===== config.mk =====
export PLATFORM = sky130hd
export DESIGN_NAME = muldiv_sequencer
export DESIGN_NICKNAME = d
export VERILOG_FILES = /design/src/rtl/muldiv_sequencer.sv
export SDC_FILE = /design/constraint.sdc
export NUM_CORES = 1
export LEC_CHECK = 0
export ABC_AREA = 1
export BUFFER_PORTS_ARGS = -buffer_cell sky130_fd_sc_hd__buf_2
export CORE_UTILIZATION = 50
export DETAILED_ROUTE_END_ITERATION = 8
export PLACE_DENSITY = 0.71
export SKIP_LAST_GASP = 1
export SLEW_MARGIN = 5
export SYNTH_ARGS = -nofsm -noshare
export SYNTH_HDL_FRONTEND = slang
export SYNTH_SLANG_ARGS = --single-unit

===== constraint.sdc =====
create_clock -name clk -period 2.7 [get_ports clk]
set_input_delay 0.135 -clock clk [delete_from_list [all_inputs] [get_ports clk]]
set_output_delay 0.135 -clock clk [all_outputs]
set_load 0.03 [all_outputs]

===== src/rtl/muldiv_sequencer.sv =====
// Iterative multiply/divide unit owning the HI/LO registers: radix-2 shift-add
// multiply and restoring divide over WIDTH cycles, with MTHI/MTLO and MFHI/MFLO stall.
module muldiv_sequencer #(
  parameter int WIDTH = 32
) (
  input  logic             clk,
  input  logic             rst_n,
  input  logic             start,
  input  logic [1:0]       op,
  input  logic [WIDTH-1:0] a,
  input  logic [WIDTH-1:0] b,
  input  logic             hi_we,
  input  logic             lo_we,
  input  logic [WIDTH-1:0] wdata,
  input  logic             rd_req,
  output logic [WIDTH-1:0] hi,
  output logic [WIDTH-1:0] lo,
  output logic             busy,
  output logic             done,
  output logic             div_by_zero,
  output logic             stall,
  output logic [1:0]       state_dbg
);

  localparam int CW = (WIDTH > 1) ? $clog2(WIDTH) : 1;

  typedef enum logic [1:0] {
    IDLE = 2'd0,
    CALC = 2'd1,
    FIX  = 2'd2
  } state_t;

  state_t state, state_next;

  logic [CW-1:0]      count;
  logic [2*WIDTH-1:0] acc;       // multiply: {product hi, multiplier/product lo}; divide: {rem, quo}
  logic [WIDTH-1:0]   opnd;      // multiplicand magnitude or divisor magnitude
  logic [WIDTH-1:0]   a_orig;
  logic               is_div;
  logic               neg_q;
  logic               neg_r;
  logic               b_zero;

  logic               signed_op;
  logic [WIDTH-1:0]   mag_a;
  logic [WIDTH-1:0]   mag_b;
  logic [WIDTH:0]     mul_sum;
  logic [2*WIDTH-1:0] mul_next;
  logic [WIDTH:0]     div_shift;
  logic [WIDTH:0]     div_trial;
  logic [2*WIDTH-1:0] div_next;
  logic [2*WIDTH-1:0] prod;
  logic [WIDTH-1:0]   quo;
  logic [WIDTH-1:0]   rem;

  assign stall     = busy & rd_req;
  assign state_dbg = state;

  always_comb begin
    signed_op = ~op[0];
    mag_a     = (signed_op && a[WIDTH-1]) ? (~a + 1'b1) : a;
    mag_b     = (signed_op && b[WIDTH-1]) ? (~b + 1'b1) : b;

    mul_sum   = {1'b0, acc[2*WIDTH-1:WIDTH]} + {1'b0, (acc[0] ? opnd : {WIDTH{1'b0}})};
    mul_next  = {mul_sum, acc[WIDTH-1:1]};

    // A borrow out of the trial subtraction means the shifted remainder is kept.
    div_shift = acc[2*WIDTH-1:WIDTH-1];
    div_trial = div_shift - {1'b0, opnd};
    div_next  = div_trial[WIDTH] ? {div_shift[WIDTH-1:0], acc[WIDTH-2:0], 1'b0}
                                 : {div_trial[WIDTH-1:0], acc[WIDTH-2:0], 1'b1};

    prod = neg_q ? (~acc + 1'b1) : acc;
    quo  = neg_q ? (~acc[WIDTH-1:0] + 1'b1) : acc[WIDTH-1:0];
    rem  = neg_r ? (~acc[2*WIDTH-1:WIDTH] + 1'b1) : acc[2*WIDTH-1:WIDTH];
  end

  always_comb begin
    state_next = state;
    case (state)
      IDLE:    if (start) state_next = CALC;
      CALC:    if (count == CW'(WIDTH - 1)) state_next = FIX;
      FIX:     state_next = IDLE;
      default: state_next = IDLE;
    endcase
  end

  always_ff @(posedge clk) begin
    if (!rst_n) begin
      state       <= IDLE;
      count       <= '0;
      acc         <= '0;
      opnd        <= '0;
      a_orig      <= '0;
      is_div      <= 1'b0;
      neg_q       <= 1'b0;
      neg_r       <= 1'b0;
      b_zero      <= 1'b0;
      hi          <= '0;
      lo          <= '0;
      busy        <= 1'b0;
      done        <= 1'b0;
      div_by_zero <= 1'b0;
    end else begin
      state       <= state_next;
      done        <= 1'b0;
      div_by_zero <= 1'b0;
      case (state)
        IDLE: begin
          if (hi_we) hi <= wdata;
          if (lo_we) lo <= wdata;
          if (start) begin
            is_div <= op[1];
            neg_q  <= signed_op & (a[WIDTH-1] ^ b[WIDTH-1]);
            neg_r  <= signed_op & a[WIDTH-1];
            b_zero <= (b == '0);
            a_orig <= a;
            count  <= '0;
            busy   <= 1'b1;
            if (op[1]) begin
              acc  <= {{WIDTH{1'b0}}, mag_a};
              opnd <= mag_b;
            end else begin
              acc  <= {{WIDTH{1'b0}}, mag_b};
              opnd <= mag_a;
            end
          end
        end
        CALC: begin
          acc   <= is_div ? div_next : mul_next;
          count <= count + 1'b1;
        end
        FIX: begin
          busy <= 1'b0;
          done <= 1'b1;
          if (!is_div) begin
            hi <= prod[2*WIDTH-1:WIDTH];
            lo <= prod[WIDTH-1:0];
          end else if (b_zero) begin
            hi          <= a_orig;
            lo          <= {WIDTH{1'b1}};
            div_by_zero <= 1'b1;
          end else begin
            hi <= rem;
            lo <= quo;
          end
        end
        default: ;
      endcase
    end
  end

endmodule


==> results.toml <==
[detailed_routing]
drtIter0Drc = 3648
vias_per_cell = 5.72
drt-total-wl_um = 85200
drcViolationCount = 0
firstDrtPassIters = 6
wire_per_inst_um = 19.8
ant_nets = 0
vias = 24600

[final_layout]
final_net_count = 3935
mostFrequentLayoutCell = "nand2_1"
final_util_pct = 59.5
area_growth_pct = 17.1
insertedDiodeCount = 0
final_cell_mix = "nand2_1, inv_1, a21oi_1, o21ai_0, nand3_1"
drive_above_1_share_pct = 11.2

[timing]
hold_violations = 0
rsz0062_at_grt = "yes"
slew_headroom_pct = 27.1
worst_pin_slew_ns = 1.09
period_needed_ns = 2.57
whs_ns = 0.0104
finClkSkew_ns = 0.0181
setup_tns_ns = 0
finalWorstSetupSlack_ns = 0.128
max_freq_mhz = 389
period_share_pct = 95.3
finalSetupViolCount = 0
slew_violations = 0

[placement]
post-place-ws_ns = 0.176
port_buffers = 173
dpl.hpwl_um = 67600
gp_congestion = 1.04

[status]
outcome = "completed"

[clocking]
post_cts_buffers = 0
cts_buffers = 25
clkSlewWorstSetupHoldPaths_ns = 0.07
insertion_delay_ns = 0.56
cts_tree = "done"
clock_path_buffers = 3
h-tree-depth = 1
clock-root-buffer = "clkbuf_16"
cts.sinks = 206

[global_routing]
antenna_found_initial = 2
grt-ovfl-total = 0
grt_max_degree = 158
track_usage_pct = 40.9
grt_pass1_wl_um = 128000
grt_pass1_vias = 21700

[synth]
synth_cell_types = 56
synth_warnings = 0
ys_seq_area_share_pct = 20.9
synth_nets = 3708
postSynthCellCount = 3532
syn_area_um2 = 19700
ys_seq_elements = 206
synth.avg_cell_area_um2 = 5.59

[floorplanning]
start_util_pct = 50.8
die_area_um2 = 40300
fp.dieH_um = 201
fp-row-count = 72
coreArea_um2 = 38800
die_w_um = 201
io_pins = 174

[power]
p_leak_uw = 0.0118
ir_drop_v = 0.000514
powerDensity_nw_per_um2 = 506

[worst_setup_path]
worst_path_max_delay_cell = "dfxtp_1"
critical_path_depth = 13
path_cells = "inv_1, ha_1, a21oi_1, nand2_1, nand2_1, nand2_2, a21oi_4, nand3_4, nand2_8, nand2_1, nand3_1, nand2_1, a21oi_2"
critPathLaunch = "opnd[19]"
setup.worst_path.class = "register to register"
reg2reg_from = "opnd[19]"
required_ns = 3.18
crit_buf_inv = 1
startpoint_type = "register"
reg2reg_to = "acc[32]"
critPathMaxFanout = 18
r2r_slack_ns = 0.13
path_common_cell = "nand2_1"
critPathCaptureType = "register"
cp-endpoint = "acc[32]"
critPathTopFamily = "simple AND/OR/NAND/NOR gates"
crit_arrival_ns = 3.05
critPathMaxStageDelay_ns = 0.44
rr_worst_depth = 13

[job]
drv_cap = 0

[worst_hold_path]
hold_path.class = "primary input to register"
cell families (layout without fill, tap and decap cells):
logic type | Yosys count | count (layout) | share of synthesized area (%)
buf+inv | 631 | 875 | 12.3
simple gates | 1767 | 1767 | 37.8
xor+xnor | 65 | 65 | 2.89
fa+ha+maj | 72 | 72 | 4.64
flops | 206 | 206 | 20.9
compound gates | 791 | 791 | 21.5
how the worst min path moves through the flow:
stage | from | cells past startpoint | end
after floorplan | a[11] | 2 | a_orig[11]
after global placement | a[6] | 3 | a_orig[6]
after detailed placement | wdata[0] | 3 | lo[0]
after CTS | start | 4 | a_orig[4]
after global routing | start | 4 | a_orig[4]
final | start | 4 | a_orig[4]
area by class of cell:
class                      count  area (um2)
fill                        4038       15700
tap                          518         648
clock buffer                  33         686
timing repair buffer         354        2480
sequential                   206        4130
multi-input combinational   2695       13300
inverter                     477        1790
clock inverter                11        98.8
registers in the layout, indices dropped and copies added (netlist names), 2 cells and up:
name	cells
a_orig	32
acc	64
count	5
hi	32
lo	32
opnd	32
state_dbg	2
per-stage QoR:
stage / cell area (um2) / cells / total power (uW)
6_report: 23100 / 4294 / 11700
5_1_grt: 23100 / 4294 / 12200
4_1_cts: 23100 / 4294 / 11500
3_5_place_dp: 21600 / 4186 / 8140
3_3_place_gp: 21600 / 4186 / 8150
2_1_floorplan: 19700 / 3532 / 6660
what timing repair did:
action	in CTS	in global routing
setup endpoints to repair	0	28
hold buffers	64	0
endpoints found under the hold margin	91	0
resized for setup	0	19
cells in the mapped netlist (all sizes together):
library cell	n	share of area, %
nor4	7	0.22
nor3b	2	0.076
o22ai	4	0.13
a2bb2oi	1	0.044
o31ai	6	0.23
fa	2	0.20
and3	4	0.15
nand4	32	1.0
a211oi	1	0.038
a221oi	1	0.044
nand2	1018	20
xor2	55	2.4
o211ai	26	0.99
nand3b	13	0.49
dfxtp	206	21
o21bai	10	0.38
inv	474	9.0
clkbuf	118	2.3
clkinv	3	0.057
a31oi	17	0.54
or2	9	0.29
o221ai	6	0.27
a32oi	2	0.089
and2	3	0.12
o21a	1	0.038
a21oi	367	9.6
buf	36	0.94
nand3	318	8.2
a21boi	4	0.15
nor3	45	1.2
nor2	316	6.2
a22oi	6	0.23
ha	70	4.4
o21ai	334	8.5
xnor2	10	0.44
a21o	5	0.19
per-layer routing:
layer | wire length (um) | vias to the layer above | GRT usage [%]
li1 | - | 12000 | -
met5 | 52 | - | 0
met3 | 11200 | 192 | 10.5
met2 | 34000 | 1485 | 58.6
met1 | 36300 | 10900 | 57.9
met4 | 3730 | 6 | 16.1
worst register-to-register path, cell delays in order, from the launching register on:
cell and delay, ns:
dfxtp_1 0.44, inv_1 0.10, ha_1 0.36, a21oi_1 0.24
nand2_1 0.10, nand2_1 0.08, nand2_2 0.07, a21oi_4 0.28
nand3_4 0.26, nand2_8 0.23, nand2_1 0.08, nand3_1 0.08
nand2_1 0.08, a21oi_2 0.11
power breakdown:
part / switching [uW] / internal, uW
clock network: 1440 / 1890
logic: 3300 / 1500
registers: 266 / 3290
Power figures use the tool's default switching activity.
